==> config.mk <==
export PLATFORM = sky130hd
export DESIGN_NAME = gecko_writeback_ordered
export DESIGN_NICKNAME = d
export VERILOG_FILES = /design/src/rtl/gecko_writeback_ordered.sv
export SDC_FILE = /design/constraint.sdc
export NUM_CORES = 1
export LEC_CHECK = 0
export BUFFER_PORTS_ARGS = -buffer_cell sky130_fd_sc_hd__buf_4
export CAP_MARGIN = 20
export CORE_ASPECT_RATIO = 0.7
export CORE_UTILIZATION = 45
export CTS_BUF_LIST = sky130_fd_sc_hd__clkbuf_16
export DETAILED_ROUTE_END_ITERATION = 10
export PLACE_DENSITY = 0.68
export SKIP_CTS_REPAIR_TIMING = 1
export SYNTH_ARGS = -nofsm -noshare
export SYNTH_HDL_FRONTEND = slang
export SYNTH_SLANG_ARGS = --single-unit
==> constraint.sdc <==
create_clock -name clk -period 5.8 [get_ports clk]
set_input_delay 0.58 -clock clk [delete_from_list [all_inputs] [get_ports clk]]
set_output_delay 0.58 -clock clk [all_outputs]
set_load 0.01 [all_outputs]
==> src/rtl/gecko_writeback_ordered.sv <==
// gecko_writeback_ordered
// In-order writeback merger for the gecko pipeline. Several generic result
// channels plus one paired load channel (command + memory response) compete
// for a single registered writeback port. Each architectural register has an
// expected status tag; only the candidate whose tag matches may retire, so
// writes to one register leave in issue order whatever unit finishes first.
//
// Ports:
//   clk, rst                 clock, synchronous active-high reset
//   res_valid/res_ready      generic channel handshake, one bit per channel
//   res_value/addr/status    packed per-channel result, destination, tag
//   res_speculative          per-channel speculative flag
//   mem_cmd_*                load command (dest reg, tag, funct3, byte offset)
//   mem_rsp_*                raw memory word, consumed together with the command
//   wb_valid/wb_ready        registered writeback handshake
//   wb_value/addr/status     retired value, register and tag
module gecko_writeback_ordered #(
  parameter int NUM_CHANNELS       = 2,
  parameter int DATA_WIDTH         = 32,
  parameter int REG_ADDR_WIDTH     = 5,
  parameter int STATUS_WIDTH       = 2,
  parameter bit SQUASH_SPECULATIVE = 1'b1
) (
  input  logic                                   clk,
  input  logic                                   rst,
  input  logic [NUM_CHANNELS-1:0]                res_valid,
  output logic [NUM_CHANNELS-1:0]                res_ready,
  input  logic [NUM_CHANNELS*DATA_WIDTH-1:0]     res_value,
  input  logic [NUM_CHANNELS*REG_ADDR_WIDTH-1:0] res_addr,
  input  logic [NUM_CHANNELS*STATUS_WIDTH-1:0]   res_status,
  input  logic [NUM_CHANNELS-1:0]                res_speculative,
  input  logic                                   mem_cmd_valid,
  output logic                                   mem_cmd_ready,
  input  logic [REG_ADDR_WIDTH-1:0]              mem_cmd_addr,
  input  logic [STATUS_WIDTH-1:0]                mem_cmd_status,
  input  logic [2:0]                             mem_cmd_op,
  input  logic [1:0]                             mem_cmd_offset,
  input  logic                                   mem_rsp_valid,
  output logic                                   mem_rsp_ready,
  input  logic [31:0]                            mem_rsp_data,
  output logic                                   wb_valid,
  input  logic                                   wb_ready,
  output logic [DATA_WIDTH-1:0]                  wb_value,
  output logic [REG_ADDR_WIDTH-1:0]              wb_addr,
  output logic [STATUS_WIDTH-1:0]                wb_status
);

  localparam int NUM_REGS = 2**REG_ADDR_WIDTH;

  localparam logic [2:0] OP_LB  = 3'b000;
  localparam logic [2:0] OP_LH  = 3'b001;
  localparam logic [2:0] OP_LBU = 3'b100;
  localparam logic [2:0] OP_LHU = 3'b101;

  logic [STATUS_WIDTH-1:0]   exp_q [NUM_REGS];
  logic [STATUS_WIDTH-1:0]   exp_d [NUM_REGS];
  logic                      wb_valid_q, wb_valid_d;
  logic [DATA_WIDTH-1:0]     wb_value_q, wb_value_d;
  logic [REG_ADDR_WIDTH-1:0] wb_addr_q, wb_addr_d;
  logic [STATUS_WIDTH-1:0]   wb_status_q, wb_status_d;

  logic [31:0]               ld_shifted;
  logic [31:0]               ld_value;
  logic                      can_load;
  logic                      load_elig;
  logic                      gnt_load;
  logic [NUM_CHANNELS-1:0]   gnt_res;
  logic                      any_gnt;
  logic                      sel_spec;
  logic [DATA_WIDTH-1:0]     sel_value;
  logic [REG_ADDR_WIDTH-1:0] sel_addr;
  logic [STATUS_WIDTH-1:0]   sel_status;

  // Load alignment: the word is shifted down so the addressed byte sits at
  // bit 0. LW ignores the offset; unknown funct3 values behave as LW.
  always_comb begin
    ld_shifted = mem_rsp_data >> {mem_cmd_offset, 3'b000};
    case (mem_cmd_op)
      OP_LB:   ld_value = {{24{ld_shifted[7]}}, ld_shifted[7:0]};
      OP_LH:   ld_value = {{16{ld_shifted[15]}}, ld_shifted[15:0]};
      OP_LBU:  ld_value = {24'h0, ld_shifted[7:0]};
      OP_LHU:  ld_value = {16'h0, ld_shifted[15:0]};
      default: ld_value = mem_rsp_data;
    endcase
  end

  // Single-grant fixed-priority arbiter (load first, then channel 0 upward).
  // A lower-priority candidate that targets the same register as the winner
  // simply loses this cycle, which is how duplicate tags stall.
  always_comb begin
    can_load   = !wb_valid_q || wb_ready;
    load_elig  = mem_cmd_valid && mem_rsp_valid &&
                 (mem_cmd_status == exp_q[mem_cmd_addr]);
    gnt_load   = 1'b0;
    gnt_res    = '0;
    any_gnt    = 1'b0;
    sel_spec   = 1'b0;
    sel_value  = '0;
    sel_addr   = '0;
    sel_status = '0;
    if (can_load && !rst) begin
      if (load_elig) begin
        gnt_load   = 1'b1;
        any_gnt    = 1'b1;
        sel_value  = DATA_WIDTH'(ld_value);
        sel_addr   = mem_cmd_addr;
        sel_status = mem_cmd_status;
      end else begin
        for (int i = 0; i < NUM_CHANNELS; i++) begin
          if (!any_gnt && res_valid[i] &&
              (res_status[i*STATUS_WIDTH +: STATUS_WIDTH] ==
               exp_q[res_addr[i*REG_ADDR_WIDTH +: REG_ADDR_WIDTH]])) begin
            gnt_res[i] = 1'b1;
            any_gnt    = 1'b1;
            sel_spec   = res_speculative[i];
            sel_value  = res_value[i*DATA_WIDTH +: DATA_WIDTH];
            sel_addr   = res_addr[i*REG_ADDR_WIDTH +: REG_ADDR_WIDTH];
            sel_status = res_status[i*STATUS_WIDTH +: STATUS_WIDTH];
          end
        end
      end
    end
  end

  // Tag advance and output stage. A squashed speculative grant still bumps
  // the tag but leaves the output register free.
  always_comb begin
    exp_d       = exp_q;
    wb_valid_d  = wb_valid_q && !wb_ready;
    wb_value_d  = wb_value_q;
    wb_addr_d   = wb_addr_q;
    wb_status_d = wb_status_q;
    if (any_gnt) begin
      exp_d[sel_addr] = exp_q[sel_addr] + STATUS_WIDTH'(1);
      if (!(sel_spec && SQUASH_SPECULATIVE)) begin
        wb_valid_d  = 1'b1;
        wb_value_d  = sel_value;
        wb_addr_d   = sel_addr;
        wb_status_d = sel_status;
      end
    end
  end

  always_ff @(posedge clk) begin
    if (rst) begin
      for (int r = 0; r < NUM_REGS; r++) exp_q[r] <= '0;
      wb_valid_q  <= 1'b0;
      wb_value_q  <= '0;
      wb_addr_q   <= '0;
      wb_status_q <= '0;
    end else begin
      exp_q       <= exp_d;
      wb_valid_q  <= wb_valid_d;
      wb_value_q  <= wb_value_d;
      wb_addr_q   <= wb_addr_d;
      wb_status_q <= wb_status_d;
    end
  end

  assign res_ready     = gnt_res;
  assign mem_cmd_ready = gnt_load;
  assign mem_rsp_ready = gnt_load;
  assign wb_valid      = wb_valid_q;
  assign wb_value      = wb_value_q;
  assign wb_addr       = wb_addr_q;
  assign wb_status     = wb_status_q;

endmodule

==> metrics.txt, run 1 <==
run status finished clean; Power, Total approximately 1.9 mW; GRT Total Usage 0.3577; Max IR drop VDD 155.0 µV; Final Max Slew Viols 0; filler instances 1536; HP Start wb_value[0]; post-route ant nets 0; Diodes inserted 0; area growth from synthesis to layout 24.88%; MaxCap Viol Count 0; CP Class in -> reg; met2 WL 11500 µm; Reg-to-Reg Start exp_q[11]; highest metal used met4; core area 16440 µm²; Worst Tran Pin Value 1026 ps; DR pass1 iterations 7; via-per-instance ratio 6.359; CTS Sinks 104; crit path max fanout 32; met3 wire len 4804 µm; mux cell area share after synthesis 0.2288; Setup crit start kind primary input; Hold Crit Class reg -> reg; Fin Clk Skew 10.02 ps; Die Y approximately 110 µm; post-DP HPWL 23650 µm; drt wl/cell about 24 µm; Met1 Wirelength 14170 µm; Netlist Area Pre-Place between 7000 and 8000 µm²; endpoints failing setup 0; initial DRC count between 1000 and 1500; post-layout min period 5391 ps; Worst EP required 6010 ps; CP max stage cell xnor2_4; cells along the critical path buf_4 > mux4_2 > mux4_2 > mux2i_1 > xnor2_1 > a21bo_4 > a311oi_2 > nand2b_1 > buf_12 > mux2i_1 > mux2_2 > a22oi_1 > o2111ai_1 > xnor2_4 > o21ai_0; worst setup path startpoint res_addr[1]; Leak 3.894 nW; initial core utilization 0.4652; Syn Area/Cell 8.252 µm²; power density over the cells 195.8 nW/µm²; adder-cell area share of the yosys netlist 0; worst skew pair latency 370 ps; synthesized flop and latch total 104; H-tree Lvls 3; die area 17530 µm²; CP max stage delay 850 ps; clock-pin slew on the worst setup and hold paths 70 ps; fin crit share 0.9295; Top Family by Delay on Critical Path multiplexers; initial antenna violation count 0; clock tree buffer depth 2; # IOs 175; DRC errors left 0; setup TNS 0 ps; Die X roughly 160 µm; pin count of the biggest net entering global routing ~110; Post-synth EDFFs 0; Buf+Inv Stages, Crit Path 2; GRT overflow 0; register area share after synthesis 0.2722; Setup crit end kind flop; Num CTS Buffers 9; simple-gate share of the synthesized area 0.1986; RSZ-0062 raised after global routing no; final core utilization 0.5809; ys async rst share 0; main combinational cell family by area after synthesis compound AO/OA/AOI/OAI gates; Vias between 8000 and 9000; first-pass GRT wire length 46420 µm; I/O Buffers 174; Post-Synthesis Cells 927; Final Hold Fails 0; WL final between 30000 and 40000 µm; Ys Warns 0; Worst EP arrival 5600 ps; Most used DFF post-synth dfxtp_1; RePlAce Congestion 1.061; Distinct cells, synth 61; vias in the first global route 7353; Max-Slew Margin vs Limit 0.3162; clock root buffer clkbuf_16; share of post-route cells with drive strength above 1 0.2602; Mapped Nets 1058; Final #Nets 1207; fmax 185.5 MHz; XOR/XNOR Fraction of Synth Area 0.008178; Cell Rows 39; CTS tree done; Compound-Gate Fraction of Synth Area 0.2393
[state kept, by name (all words and copies together), names as in the netlist]
name / count
wb_value: 32
exp_q: 64
wb_valid: 1
wb_status: 2
wb_addr: 5
[per-stage QoR]
| stage | instance area (µm²) | std cells | hold slack [ps] | setup WS (ps) |
|---|---|---|---|---|
| after floorplan | 7650 | 927 | 476.2 | 1039 |
| after global placement | 9273 | 1290 | 443.0 | 191.5 |
| after detailed placement | 9273 | 1290 | 447.7 | 86.44 |
| after CTS | 9553 | 1305 | 458.2 | 500.2 |
| after global routing | 9553 | 1305 | 475.2 | 100.7 |
| final | 9553 | 1305 | 455.2 | 409.1 |
[synth_stat cells (3+ instances only)]
cell type,instances,area share
a211o_1,12,0.014
buf_1,5,0.0025
a22oi_1,33,0.032
mux4_2,29,0.085
dfxtp_1,104,0.27
mux2i_1,104,0.14
nand3_1,32,0.021
or4_1,3,0.0029
nand3b_1,21,0.021
nor2_1,90,0.044
a221oi_1,15,0.017
nand2_1,101,0.050
o221ai_1,10,0.011
nor2b_1,17,0.014
buf_4,6,0.0059
o211ai_1,11,0.011
a221o_1,8,0.010
nor3_1,10,0.0065
o21ai_0,40,0.026
and2_1,3,0.0025
mux2_2,5,0.0074
buf_6,3,0.0044
clkbuf_1,49,0.024
xnor2_1,3,0.0034
a21oi_1,72,0.047
nand4_1,4,0.0033
a211oi_1,5,0.0049
o21a_1,3,0.0029
buf_2,17,0.011
nand2b_1,30,0.025
a21o_1,13,0.013
o21ai_1,21,0.014
inv_1,9,0.0044
and3_1,5,0.0041
[path summary, 6_finish.rpt]
check / endpoint / slack, ps / cells past startpoint
setup reg to reg: exp_q[41] / 480 / 15
hold reg to reg: wb_value[0] / 460 / 2
setup / recovery: exp_q[41] / 410 / 15
hold / removal: wb_value[0] / 460 / 2
[area by class of cell]
class / count / area (µm²) / share of cell area
inverters: 9 / 33.78 / 0.003536
multi-input cells: 733 / 5181 / 0.5424
clock buffers: 9 / 225.2 / 0.02358
flip-flops and latches: 104 / 2082 / 0.2179
repair buffers: 219 / 1694 / 0.1773
clock inverters: 6 / 55.05 / 0.005763
well taps: 225 / 281.5 / 0.02947
[power breakdown]
| group | leakage, nW | internal [mW] | switching, mW | total (mW) |
|---|---|---|---|---|
| Sequential | 0.840 | 0.731 | 0.0149 | 0.746 |
| Combinational | 2.92 | 0.216 | 0.310 | 0.526 |
| Clock | 0.132 | 0.296 | 0.302 | 0.599 |
[cells in the final DEF (no fill, tap or decap), types with 17 or more instances in the layout]
cell and n:
nand3b_1 21, nand2b_1 30, buf_4 215, nand3_1 32, nand2_1 101, a22oi_1 33, nor2b_1 17, mux4_2 29
o21ai_1 21, dfxtp_1 104, nor2_1 89, mux2i_1 104, a21oi_1 71, o21ai_0 40
[logic make-up (layout without fill, tap and decap cells)]
| family | count (synthesis) | in the layout |
|---|---|---|
| buf+inv | 90 | 243 |
| xor+xnor | 5 | 5 |
| compound gates | 269 | 269 |
| flops | 104 | 104 |
| mux | 138 | 138 |
| simple gates | 321 | 321 |
[worst min-delay path: stages (launching register included)]
cell and delay, ps:
dfxtp_1 310, nand2_1 50, a21oi_1 50
[metal layers]
layer	up-vias	track usage
met4	0	0.07767
met2	606	0.4358
met5	-	0
met1	3893	0.5659
met3	61	0.1372
li1	3738	-
(Power assumes the default switching activity.)
==> run 2: changes to the inputs <==
- CORE_MARGIN: not set -> 10
==> metrics.txt, run 2 (synthesized netlist as in run 1, its figures left out) <==
run status finished clean; WL final about 32000 µm; Num CTS Buffers 9; commonest non-fill, non-tap cell in the layout buf_4; hold path depth 2; Die X 175.8 µm; power density over the cells 201.9 nW/µm²; Worst EP arrival about 5700 ps; most flop-heavy register exp_q; area growth from synthesis to layout 22.91%; Max IR drop VDD 164.1 µV; R2R cell count 15; pin count of the biggest net entering global routing 65; via-per-instance ratio 6.335; CP Class in -> reg; RePlAce Congestion 0.9835; CTS tree done; core area 16490 µm²; Setup crit start kind primary input; # IOs 175; Fin Clk Skew 8.158 ps; GRT overflow 0; H-tree Lvls 3; fin crit share 0.9376; commonest non-fill, non-tap cells in the layout 201 x buf_4, 104 x mux2i_1, 104 x dfxtp_1; clock root buffer clkbuf_16; MaxCap Viol Count 0; Placed Cells 1273; vias in the first global route roughly 7300; Setup crit end kind flop; Finished Layout Cells 1289; endpoints failing setup 0; initial DRC count 1167; Leak 3.805 nW; initial antenna violation count 0; die area ~23000 µm²; clock-pin slew on the worst setup and hold paths 80 ps; RSZ-0062 raised after global routing no; share of post-route cells with drive strength above 1 0.2491; flop-to-flop setup slack between 500 and 600 ps; Worst EP required 6050 ps; drt wl/cell 24.68 µm; Cell Rows 39; Final Hold Fails 0; Final #Nets 1190; post-layout min period 5438 ps; Vias between 8000 and 9000; Max-Slew Margin vs Limit 0.3373; GRT Total Usage 0.2644; crit path max fanout 32; fmax 183.9 MHz; post-DP HPWL 24610 µm; clock tree buffer depth 2; Worst Hold Slack 459.5 ps; Final Max Slew Viols 0; post-route ant nets 0; Worst Tran Pin Value 991.9 ps; DR pass1 iterations 5; CTS Sinks 104; Diodes inserted 0; DRC errors left 0; initial core utilization 0.4638; max reg flops 64; worst skew pair latency 370 ps; I/O Buffers 174; Power, Total 1.899 mW; first-pass GRT wire length approximately 47000 µm; Die Y 129.1 µm; Hold Crit Class reg -> reg; setup TNS 0 ps
run 2: cell types whose count changed in the layout (fill, tap and decap cells not counted):
cell | before | now
buf_12 | 4 | 1
buf_4 | 215 | 201
clkinv_4 | 2 | 0
clkinvlp_4 | 2 | 1
inv_6 | 0 | 2
inv_8 | 2 | 4
run 2: layer usage:
metal	GRT usage	wire, µm
met5	0	0
met2	0.3447	12720
met3	0.09402	4127
met4	0.04225	301
met1	0.4042	14660
run 2: path summary, 6_finish.rpt:
kind / endpoint / startpoint
hold / removal: wb_addr[1] / wb_addr[1]
setup / recovery: exp_q[43] / mem_cmd_addr[0]
hold reg to reg: wb_addr[1] / wb_addr[1]
setup reg to reg: exp_q[43] / exp_q[4]
run 2: cell type report:
type                            instances  area (µm²)
Clock buffer                            9       225.2
Clock inverter                          7       70.07
Fill cell                            1592        7091
Inverter                                9       33.78
Multi-Input combinational cell        733        5181
Sequential cell                       104        2082
Tap cell                              225       281.5
Timing Repair Buffer                  202        1529
run 2: per-stage QoR:
step                worst slack, ps  cell area (µm²)  utilization
detailed placement            220.8             9107       0.5522
floorplan                      1039             7650            -
global route                  237.6             9403       0.5701
finish                        362.1             9403       0.5701
global placement              240.1             9107       0.5522
CTS                           572.6             9403       0.5701
run 2: critical path, stage by stage:
cell	delay, ps
buf_4	330
mux4_2	560
mux4_2	490
mux2i_1	170
xor2_1	430
o2111a_2	450
inv_1	260
o21a_1	250
o21a_1	190
or4_1	670
a221oi_2	270
a21o_1	120
and4b_1	320
xnor2_4	230
buf_12	200
o21ai_0	110
run 2: where the power goes:
part / switching (mW) / internal [mW]
clock: 0.322 / 0.307
sequential: 0.0144 / 0.731
combinational: 0.305 / 0.219
total: 0.642 / 1.26
==> run 3: changes to the inputs <==
- CORE_UTILIZATION: 45 -> 55
- PLACE_DENSITY: 0.68 -> 0.81
==> metrics.txt, run 3 (synthesized netlist as in run 1, its figures left out) <==
DRC errors left 0; crit path max fanout 32; initial antenna violation count 0; sequential cell area roughly 2100 µm²; net switching power 634.7 µW; power density over the cells 201.6 nW/µm²; Worst EP required around 6000 ps; Die Y 118.7 µm; DR pass1 iterations 9; Diodes inserted 0; die area 19100 µm²; Comb pwr share 0.276; Worst Hold Slack 455.7 ps; post-layout min period approximately 5300 ps; Switching Fraction 0.3381; run status finished clean; Fin Clk Skew 8.644 ps; max reg flops 64; commonest non-fill, non-tap cells in the layout 199 x buf_4, 104 x mux2i_1, 104 x dfxtp_1; Int Pwr 1.243 mW; Vias 8337; Leak 3.789 nW; Clk pwr share 0.327; Worst EP arrival 5540 ps; Final Max Slew Viols 0; CTS Sinks 104; worst skew pair latency 360 ps; Setup crit start kind primary input; share of post-route cells with drive strength above 1 0.2469; area of the multi-input gates 5181 µm²; area growth from synthesis to layout 21.70%; Cell Rows 35; post-route ant nets 0; Die X 161.0 µm; clock root buffer clkbuf_16; first-pass GRT wire length 47530 µm; setup TNS 0 ps; via-per-instance ratio 6.691; drt wl/cell 25.30 µm; CTS tree done; # IOs 175; most flop-heavy register exp_q; GRT Total Usage 0.3129; Max IR drop VDD 131.8 µV; clock tree buffer depth 2; fmax 188.3 MHz; H-tree Lvls 3; clock-pin slew on the worst setup and hold paths 80 ps; Worst Tran Pin Value 1021 ps; I/O Buffers around 170; CP Class in -> reg; Max-Slew Margin vs Limit 0.3177; Final #Nets 1187; RePlAce Congestion 1.054; post-DP HPWL ~24000 µm; Hold Crit Class reg -> reg; commonest non-fill, non-tap cell in the layout buf_4; initial DRC count 1655; fin crit share 0.9156; pin count of the biggest net entering global routing between 100 and 150; filler instances roughly 1200; core area 13400 µm²; Setup crit end kind flop; GRT overflow 0; Num CTS Buffers 9; endpoints failing setup 0; MaxCap Viol Count 0; Final Hold Fails 0; sequential share of power 0.397; RSZ-0062 raised after global routing no; initial core utilization 0.5709; vias in the first global route 7767; WL final ~32000 µm
[run 3: per-layer routing]
layer	global-route usage	wire length, µm
met2	0.4169	12640
met4	0.06859	640
met5	0	0
met1	0.4543	13280
met3	0.1276	4959
[run 3: layout make-up]
cell class / instances / share of cell area
timing repair buffer: 199 / 0.1605
tap: 185 / 0.02486
inverter: 9 / 0.003629
clock buffer: 9 / 0.02419
clock inverter: 7 / 0.006720
multi-input combinational: 733 / 0.5565
sequential: 104 / 0.2236
[run 3: through the flow]
stage	instance area (µm²)	util	total power [mW]	cells	worst slack, ps
global route	9310	0.6948	1.937	1246	192.7
CTS	9310	0.6948	1.861	1246	642.2
finish	9310	0.6948	1.877	1246	489.4
floorplan	7650	-	1.066	927	1039
detailed placement	9022	0.6733	1.260	1230	268.7
global placement	9022	0.6733	1.257	1230	441.9
[run 3: worst paths after layout]
| check | start | end | slack [ps] | cells after the start |
|---|---|---|---|---|
| setup / recovery | mem_cmd_addr[0] | exp_q[41] | 490 | 17 |
| hold / removal | wb_value[1] | wb_value[1] | 460 | 2 |
| setup reg to reg | exp_q[44] | exp_q[41] | 610 | 16 |
| hold reg to reg | wb_value[1] | wb_value[1] | 460 | 2 |
[run 3: power groups by stage]
stage / logic (mW) / clock network (mW) / registers (mW)
after floorplan: 0.302 / 0 / 0.764
after detailed placement: 0.498 / 0 / 0.761
after global placement: 0.496 / 0 / 0.761
after CTS: 0.500 / 0.617 / 0.744
after global routing: 0.548 / 0.642 / 0.747
final: 0.519 / 0.613 / 0.745
[run 3: worst max-delay path: stages]
cell and delay (ps):
buf_4 300, mux4_2 530, mux4_2 470, mux2i_1 170, xor2_1 350, o2111a_2 340
buf_4 260, nand2b_1 90, and2_1 200, nand2_1 510, mux2i_1 180, a22o_1 220
a2111oi_2 370, o2111ai_1 290, xnor2_4 190, buf_4 350, o21ai_0 140
